File: config.mk
export PLATFORM = sky130hd
export DESIGN_NAME = pc_sequencer
export DESIGN_NICKNAME = d
export VERILOG_FILES = /design/src/rtl/pc_sequencer_pkg.sv /design/src/rtl/pc_sequencer_next_pc_calc.sv /design/src/rtl/pc_sequencer.sv
export SDC_FILE = /design/constraint.sdc
export NUM_CORES = 1
export LEC_CHECK = 0
export ABC_CLOCK_PERIOD_IN_PS = 8680
export CORE_MARGIN = 5
export CORE_UTILIZATION = 26
export DETAILED_ROUTE_END_ITERATION = 10
export PLACE_DENSITY = 0.59
export SYNTH_ARGS = -nofsm -noshare
export SYNTH_HDL_FRONTEND = slang
export SYNTH_SLANG_ARGS = --single-unit
File: constraint.sdc
create_clock -name clk -period 8.68 [get_ports clk]
set_clock_uncertainty 0.2 [all_clocks]
set_input_delay 1.736 -clock clk [delete_from_list [all_inputs] [get_ports clk]]
set_output_delay 1.736 -clock clk [all_outputs]
set_load 0.02 [all_outputs]
File: src/rtl/pc_sequencer_pkg.sv
// Shared definitions for the program-counter sequencer: FSM state encoding,
// default vectors and the sequential PC increment.
package pc_sequencer_pkg;

    typedef enum logic [1:0] {
        S_RESET = 2'd0,
        S_FETCH = 2'd1,
        S_EXEC  = 2'd2,
        S_HALT  = 2'd3
    } pc_state_t;

    localparam logic [31:0] DEF_RESET_VECTOR = 32'h0000_0000;
    localparam logic [31:0] DEF_EXC_VECTOR   = 32'h0000_0180;
    localparam logic [31:0] PC_INC           = 32'd4;

    // Word-unit signed branch offset to a byte offset.
    function automatic logic [31:0] branch_offset(input logic [15:0] imm);
        return {{14{imm[15]}}, imm, 2'b00};
    endfunction

endpackage

File: src/rtl/pc_sequencer_next_pc_calc.sv
// Combinational next-PC selection: jump_reg > jump > branch_taken > pc+4.
// Alignment handling of register-sourced targets depends on PC_ALIGN_CHECK_EN.
module next_pc_calc
    import pc_sequencer_pkg::*;
#(
    parameter logic [31:0] EXC_VECTOR = DEF_EXC_VECTOR
) (
    input  logic [31:0] pc,
    input  logic        branch_taken,
    input  logic [15:0] branch_imm,
    input  logic        jump,
    input  logic [25:0] jump_index,
    input  logic        jump_reg,
    input  logic [31:0] jr_target,
    output logic [31:0] next_pc,
    output logic        misalign
);

    logic [31:0] pcp4;
    logic [31:0] jr_pc;
    logic        jr_bad;

    assign pcp4 = pc + PC_INC;

`ifdef PC_ALIGN_CHECK_EN
    assign jr_bad = |jr_target[1:0];
    assign jr_pc  = jr_bad ? EXC_VECTOR : jr_target;
`else
    // Low target bits are discarded; keep them and the vector visibly consumed.
    logic        unused_jr_lsb;
    logic [31:0] unused_exc_vector;
    assign unused_jr_lsb     = ^jr_target[1:0];
    assign unused_exc_vector = EXC_VECTOR;
    assign jr_bad            = 1'b0;
    assign jr_pc             = {jr_target[31:2], 2'b00};
`endif

    // Priority mux over the redirect sources.
    always_comb begin
        next_pc  = pcp4;
        misalign = 1'b0;
        if (jump_reg) begin
            next_pc  = jr_pc;
            misalign = jr_bad;
        end else if (jump) begin
            next_pc = {pcp4[31:28], jump_index, 2'b00};
        end else if (branch_taken) begin
            next_pc = pcp4 + branch_offset(branch_imm);
        end
    end

endmodule

File: src/rtl/pc_sequencer.sv
// Program counter owner and instruction-fetch sequencer for the MIPS-32 datapath.
// Optional feature macro: PC_ALIGN_CHECK_EN (misaligned JR redirects to EXC_VECTOR
// and pulses misalign_err); without it JR targets are word-aligned silently.
module pc_sequencer
    import pc_sequencer_pkg::*;
#(
    parameter logic [31:0] RESET_VECTOR = DEF_RESET_VECTOR,
    parameter logic [31:0] EXC_VECTOR   = DEF_EXC_VECTOR
) (
    input  logic        clk,
    input  logic        rst_n,
    output logic        imem_req,
    output logic [31:0] imem_addr,
    input  logic        imem_ack,
    output logic        instr_valid,
    output logic [31:0] pc,
    input  logic        branch_taken,
    input  logic [15:0] branch_imm,
    input  logic        jump,
    input  logic [25:0] jump_index,
    input  logic        jump_reg,
    input  logic [31:0] jr_target,
    input  logic        stall,
    input  logic        halt,
    output logic        halted,
    output logic        misalign_err
);

    pc_state_t   state;
    logic [31:0] next_pc;
    logic        misalign;

    next_pc_calc #(
        .EXC_VECTOR (EXC_VECTOR)
    ) u_next_pc_calc (
        .pc           (pc),
        .branch_taken (branch_taken),
        .branch_imm   (branch_imm),
        .jump         (jump),
        .jump_index   (jump_index),
        .jump_reg     (jump_reg),
        .jr_target    (jr_target),
        .next_pc      (next_pc),
        .misalign     (misalign)
    );

    // pc only changes when leaving S_EXEC, so the address is stable while requesting.
    assign imem_addr = pc;

    // Fetch/execute sequencing with registered outputs; misalign_err defaults low
    // every cycle so it can only ever be a single-cycle pulse.
    always_ff @(posedge clk or negedge rst_n) begin
        if (!rst_n) begin
            state        <= S_RESET;
            pc           <= RESET_VECTOR;
            imem_req     <= 1'b0;
            instr_valid  <= 1'b0;
            halted       <= 1'b0;
            misalign_err <= 1'b0;
        end else begin
            misalign_err <= 1'b0;
            case (state)
                S_RESET: begin
                    state    <= S_FETCH;
                    imem_req <= 1'b1;
                end
                S_FETCH: begin
                    if (imem_ack) begin
                        state       <= S_EXEC;
                        imem_req    <= 1'b0;
                        instr_valid <= 1'b1;
                    end
                end
                S_EXEC: begin
                    if (!stall) begin
                        pc           <= next_pc;
                        misalign_err <= misalign;
                        instr_valid  <= 1'b0;
                        if (halt) begin
                            state  <= S_HALT;
                            halted <= 1'b1;
                        end else begin
                            state    <= S_FETCH;
                            imem_req <= 1'b1;
                        end
                    end
                end
                S_HALT: begin
                    state <= S_HALT;
                end
                default: begin
                    state <= S_RESET;
                end
            endcase
        end
    end

endmodule

== Word-level counts from Yosys, hierarchy flattened ==
Cells that the tools add are included.
Operators by class
  add/sub/neg operators: 2
  equal/unequal tests: 6
  mux-type cells: 14
  bitwise gates (word level): 1
  reductions and logical operators: 8
Operators by type and width (number)
  2-to-1 mux 32 bit: 3
  adder 32 x 3 -> 32 bit, second input constant: 1
  adder 32 bit: 1
  case mux 2 bit (4 select lines): 1
  2-to-1 mux 2 bit: 3
  != test 2 bit, second input constant: 3
  AND reduction 3 bit: 2
  2-to-1 mux 1 bit: 5
  equality test 2 bit, second input constant: 2
  AND reduction 2 bit: 2
  AND reduction 4 bit: 1
  case mux 1 bit (3 select lines): 1
  nonzero test 3 bit: 1
  equality test 2 x 1 -> 1 bit, second input constant: 1
  logical NOT 2 bit: 1
  case mux 1 bit (2 select lines): 1
  nonzero test 2 bit: 1
  inverter 1 bit: 1
Storage, ports and cells
  bits in registers: 37
  input port bits: 82
  logic and storage cells: 36

== Logic depth before layout (Yosys ltp) ==
  word-level depth: 5
  gate-level depth with buffers: 16
  mapped depth without buffers: 15

== By module ==
A second synthesis with hierarchy kept.
Second synthesis, totals
  cells, all modules: 551
  area, all modules: 4576.9 sq um
Modules (own cells, without submodules)
  next_pc_calc: times used 1, cells each 430, area an instance 2894.0 sq um, seq. area each 0.0 sq um
  pc_sequencer: times used 1, cells each 121, area an instance 1682.9 sq um, seq. area each 950.9 sq um

== Worst setup path before layout ==
OpenSTA, ideal clock, no wires.
  path type: input -> register
  from: input port branch_imm[0]
  to: register pc[28], in the netlist imem_addr[28]
  setup time: 0.128 ns
  arrival: 4.112 ns
  required time: 8.352 ns
  path slack: 4.241 ns
  cell stages on the path: 12
  path buffers: 0
  cells stage by stage: ha_1 -> fa_1 -> a21o_1 -> a21oi_1 -> o21bai_1 -> a311oi_2 -> o21ai_1 -> a221oi_2 -> nor3_1 -> a311oi_2 -> xor2_1 -> o22ai_1
On the way
  word-level cells in the longest chain between the ends: 4
Ends and longest elaborated chain
  from (decl): RTL line pc_sequencer.sv:18  | input logic [15:0] branch_imm,
  adder 32 bit: RTL line pc_sequencer_next_pc_calc.sv:48  | next_pc = pcp4 + branch_offset(branch_imm);
  2-to-1 mux 32 bit: RTL line pc_sequencer_next_pc_calc.sv:47  | end else if (branch_taken) begin
  2-to-1 mux 32 bit: RTL line pc_sequencer_next_pc_calc.sv:45  | end else if (jump) begin
  2-to-1 mux 32 bit: RTL line pc_sequencer_next_pc_calc.sv:42  | if (jump_reg) begin
  to (signal assigned): RTL line pc_sequencer.sv:76  | pc <= next_pc;
  to (decl): RTL line pc_sequencer.sv:16  | output logic [31:0] pc,
No other way between the ends.
A chain may end at the register's enable or synchronous reset.

== Worst setup path in the final report ==
  from: input port branch_imm[15]
  to: register pc[31], in the netlist imem_addr[31]
Same word-level chain as after synthesis.

==> run summary <==
Status: complete, no violations
Unrepaired setup endpoints after global routing: false
Max VDD drop: 0.000106 V
Overall power: 1.58 mW
Slew Viols, Final: 0
Port Buffers: 142
DR iter-0 viols: 249
#FFs+latches synth: 35
Final period util: 62.2%
Antenna viol nets, final: 0
Avg WL per Cell: 18.0 um
Simple-Gate Fraction of Synth Area: 21.9%
Initial antenna violation count: 0
Prevailing post-synth register cell: dfrtp_1
Critical path fanouts, max: 21
Die Span Y: 142 um
Pre-antenna DRT Iters: 4
Setup TNS: 0 ns
Vias post-DR: 4,627
Reg2reg path depth: 14
Mux contribution to synthesized area: 1.11%
Worst Path Required: 8.65 ns
Syn avg cell area: 7.63 um2
# IOs: 150
Starting density of the core: 26.3%
Hold Crit Depth: 1
Synth Instances: 589
Worst-Margin Slew: 0.950 ns
Worst hold-check path type: reg -> reg
Largest family of logic cells by synthesized area: compound AO/OA/AOI/OAI gates
Synth Area in Adders: 10.7%
Crit path DAT: 5.37 ns
Clk_lat worst skew: 0.29 ns
Pin count of the biggest net entering global routing: 42
Netlist cell types: 64
XOR/XNOR Fraction of Synth Area: 9.93%
Placement Rows: 48
Max cap viols: 0
Register area share after synthesis: 19.5%
Minimum clock period: 5.40 ns
DR vias/cell: 5.06
Die X: 142 um
Critical path endpoint category: flip-flop
Worst-path clk slew: 0.07 ns
DRC Markers: 0
Fmax: 185 MHz
Setup-failing EPs final: 0
LEAKAGE: 2.53 nW
Area share of the largest cell type after synthesis: 19.5%
Asr flop ratio synth: 100%
Number of hold buffers added after cts: 0
CTS buffer count: 5
PwrDens: 259 nW/um2
RePlAce Congestion: 0.914
Synth Warn #: 0
Maximum buffer depth of the clock tree: 2
HPWL after DPL: 12,500 um
Die footprint: 20,000 um2
TritonCTS clock tree: built
Vias in the first global route: 4,502
Crit start category: primary input
Drt total wl: 16,400 um
Post-synth EDFFs: 0
Root Buffer: clkbuf_16
N_diodes: 0
Nets: 808
Biggest area consumer among synthesized cells: dfrtp_1
Synth-to-layout area growth: 35.3%
CP Class: in -> reg
# H-tree levels: 2
Share of cells above drive strength 1: 4.21%
Post-CTS sizing: 0
Core Area: 17,100 um2
GRT Total Usage: 15.9%
Post-synthesis compound-gate area fraction: 27.4%
Setup Buffers After CTS: 0
Total gr overflow: 0
Top cells by area, synth: dfrtp_1, ha_1, xnor2_1
Headroom to the max-slew limit: 36.5%
CTS Sinks: 35
First-pass GRT wire length: 25,200 um
Final Hold Fails: 0
Mapped Area: 4500 um2
## logic make-up after synthesis
family / count (synthesis)
muxes: 5
xor gates and xnor gates: 51
buffers and inverters: 76
DFF: 35
AOI/OAI and AO/OA: 178
and+or+nand+nor: 205
other: 1
adders and majority gates: 38
## cell usage after synthesis (2+ instances only)
cell and number:
nand2_1 65, nor2_1 56, a21oi_1 52, ha_1 37, buf_4 35, dfrtp_1 35, xnor2_1 35, o21ai_0 29
a21o_1 21, clkbuf_1 18, nand3_1 18, and3_1 17, nand4_1 16, xor2_1 16, inv_1 15, a211oi_1 12
nor3_1 10, a31oi_1 7, o211ai_1 7, o21ai_1 7, and2_1 5, buf_1 5, mux2i_1 5, o21bai_1 5
a221oi_1 4, and4_1 4, nand2b_1 4, o221ai_1 4, a221o_1 3, a221oi_2 2, a311oi_1 2, a311oi_2 2
nor2b_1 2, o22ai_1 2, o311ai_0 2, o31ai_1 2
## power by group
part	internal (mW)	total [mW]	switching, mW
Combinational	0.473	1.02	0.548
Clock	0.165	0.250	0.0849
Sequential	0.211	0.308	0.0970
Total	0.849	1.58	0.730
## sequential cells by signal, indices dropped and copies added, names as in the netlist
register,cells
imem_req,1
state,2
instr_valid,1
halted,1
imem_addr,30
## through the flow
step / area (um2) / worst slack, ns / std cells / util (%) / hold WS [ns]
3_3_place_gp: 5890 / 3.07 / 906 / 34.4 / 0.242
5_1_grt: 6090 / 3.17 / 914 / 35.6 / 0.273
2_1_floorplan: 4510 / 4.24 / 593 / - / 0.315
6_report: 6090 / 3.28 / 914 / 35.6 / 0.260
3_5_place_dp: 5890 / 3.07 / 906 / 34.4 / 0.250
4_1_cts: 6090 / 3.36 / 914 / 35.6 / 0.263
## worst max-delay path: stages
cell and delay [ns]:
clkdlybuf4s50_1 0.91, ha_1 0.64, a21o_1 0.19, a21o_1 0.17, a21oi_1 0.31, nor2_1 0.10, a211oi_1 0.35, a21boi_1 0.14
o21ai_0 0.32, a2111oi_2 0.12, or3b_1 0.36
## cells in the final DEF (no fill, tap or decap), drive strengths merged, types with 3 or more instances in the layout
master         instances
a221oi                 6
o21bai                 5
dfrtp                 35
ha                    37
a221o                  3
inv                   16
and2                   7
nand3                 18
nor3                  10
o221ai                 5
nand4                 17
mux2i                  5
nand2                 65
nor2                  56
o211ai                 7
and4                   4
clkbuf                 5
clkdlybuf4s50        141
a211oi                12
o21ai                 37
xnor2                 35
conb                   5
xor2                  16
a21oi                 53
and3                  18
a31oi                  8
a21o                  21
nand2b                 4
buf                    6
a311oi                 4
## path summary, 6_finish.rpt
kind / from / to / slack, ns
max reg2reg: imem_addr[4]$_DFFE_PN0P_ / imem_addr[31]$_DFFE_PN0P_ / 4.01
min in group asynchronous: rst_n / state[0]$_DFFE_PN0P_ / 1.39
min: halted$_DFFE_PN0P_ / halted$_DFFE_PN0P_ / 0.26
min reg2reg: halted$_DFFE_PN0P_ / halted$_DFFE_PN0P_ / 0.26
max: branch_imm[15] / imem_addr[31]$_DFFE_PN0P_ / 3.28
max in group asynchronous: rst_n / imem_addr[12]$_DFFE_PN0P_ / 6.30
## cell type report
type,count,area [um2]
inverters,17,63.8
clock inverters,3,67.6
well taps,225,282
repair buffers,147,1450
clock buffers,5,125
fillers,1824,11000
multi-input cells,482,3220
flip-flops and latches,35,876
## routing by layer
metal,up-vias,wire (um),global-route usage [%]
li1,2307,-,-
met1,2128,7230,21.2
met2,165,7640,26.5
met3,27,1090,2.39
met4,0,465,5.15
met5,-,0,0
(Power assumes the default switching activity.)
==> patch (config.mk and constraints unchanged) <==
The option `PC_ALIGN_CHECK_EN` is turned on by a define.
--- a/src/rtl/pc_sequencer_next_pc_calc.sv
+++ b/src/rtl/pc_sequencer_next_pc_calc.sv
@@ -1,5 +1,7 @@
 // Combinational next-PC selection: jump_reg > jump > branch_taken > pc+4.
 // Alignment handling of register-sourced targets depends on PC_ALIGN_CHECK_EN.
+`define PC_ALIGN_CHECK_EN
+
 module next_pc_calc
     import pc_sequencer_pkg::*;
 #(
Check against the original RTL: not equivalent (Yosys sat finds a counterexample within 4 cycles, from zero or initial values and one cycle with rst_n low).
==> patch against the unedited design <==
- sequential share of layout area is 1.2 points higher
- final area is 0.47% higher
- routed wire length is 3.0% lower
- count of clock-buffer cells in the layout is 2 higher
- worst hold slack worse by 0.0038 ns
- synthesized area is 0.28% higher
- non-clock buffer count is 6 higher
- synthesized cell count is 2.2% lower
- critical path depth stayed put
- worst setup slack worse by 0.041 ns
- clock power is 23% lower
- power is 1.2% higher
- sequential cell count is 3 higher
- critical path type unchanged
==> patch: results (changes against the unedited design) <==
[setup_path]
crit_fanout = 27  ; was 21
max_stage_delay_ns = 0.97  ; was 0.91 ns
r2r_slack_ns = 4.12  ; was 4.01 ns
cp.arrival_ns = 5.46  ; was 5.37 ns

[timing]
hold_slack_ns = 0.257  ; was 0.260 ns

[global_routing]
grt_pass1_wl_mm = 25.4  ; was 25.2 mm
track_usage = 0.157  ; was 0.159
antenna_found_initial = 1  ; was 0
grt_pass1_vias = 4728  ; was 4502

[logic_synthesis]
yosys-top-cells-count = nor2_1, nand2_1, a21oi_1, xnor2_1, dfrtp_1  ; was nand2_1, nor2_1, a21oi_1, ha_1
syn_inst = 576  ; was 589
synthArstFlopShare = 1.00  ; unchanged
yosysUniqueCellTypes = 60  ; was 64
synthTopCellsByArea = dfrtp_1, ha_1, xnor2_1  ; unchanged
synth-seq-area-share = 0.211  ; was 0.195

[place]
gp_congestion = 0.832  ; was 0.914
io_buffers = 149  ; was 142
dp.cells = 897  ; was 906
dp_hpwl_mm = 12.3  ; was 12.5 mm

[final_layout]
drive_above_1_share = 0.0397  ; was 0.0421
fin_nets = 799  ; was 808
sh_seq_area = 0.156  ; was 0.144
n_all_inverters = 20  ; was 17
num-fill-cells = 1866  ; was 1824
clkbuf_count = 7  ; was 5
num-multi-input-gates = 461  ; was 482
largest_reg_flops = 32  ; was 30
nonClkBufAreaFrac = 0.248  ; was 0.239
clock_tree_area_fraction = 0.0241  ; was 0.0317
multi_input_area_share = 0.514  ; was 0.529

[clock_tree]
cts.sink_count = 38  ; was 35
cts_setup_buffers = 0  ; unchanged
numCtsBuffers = 5  ; unchanged

[power]
power_frac_comb = 0.671  ; was 0.647
ir_drop_uv = 106  ; about the same
p_per_area_mw_per_mm2 = 261  ; was 259 mW/mm2
p_sw_uw = 761  ; was 730 uW
pwr-share-seq = 0.209  ; was 0.195

[routing]
routed_wl_mm = 15.9  ; was 16.4 mm
vias = 4633  ; was 4627
firstDrtPassIters = 5  ; was 4
drtIter0Drc = 213  ; was 249

[run_status]
run_status = finished clean  ; unchanged

## patch: cell types whose count changed in the layout (fill, tap and decap cells not counted), sizes merged, moves of 6 or more
cell,delta
o21ai,-10
clkdlybuf4s50,+7
nor2,+6
a221oi,+11
nand2,-8
a211oi,-6
and3,-11
a221o,+10
## patch: layer usage
layer | part of all wire | vias up | routed length (um) | track usage
li1 | - | 2290 | - | -
met1 | 0.47 | 2190 | 7420 | 0.220
met2 | 0.46 | 143 | 7250 | 0.251
met3 | 0.072 | 8 | 1140 | 0.0367
met4 | 0.0060 | 2 | 95 | 0.0202
met5 | 0.00069 | - | 11 | 0
## patch: per-stage QoR
step	setup slack (ns)	instance area, um2
6_report	3.24	6110
4_1_cts	3.27	6110
3_3_place_gp	3.05	5970
3_5_place_dp	2.98	5970
5_1_grt	2.83	6110
2_1_floorplan	4.31	4510
## patch: cell families after synthesis
logic type      synth area share
flops                      0.211
mux                       0.0136
compound gates             0.269
simple gates               0.203
fa+ha+maj                  0.107
xor+xnor                   0.103
buf+inv                   0.0938
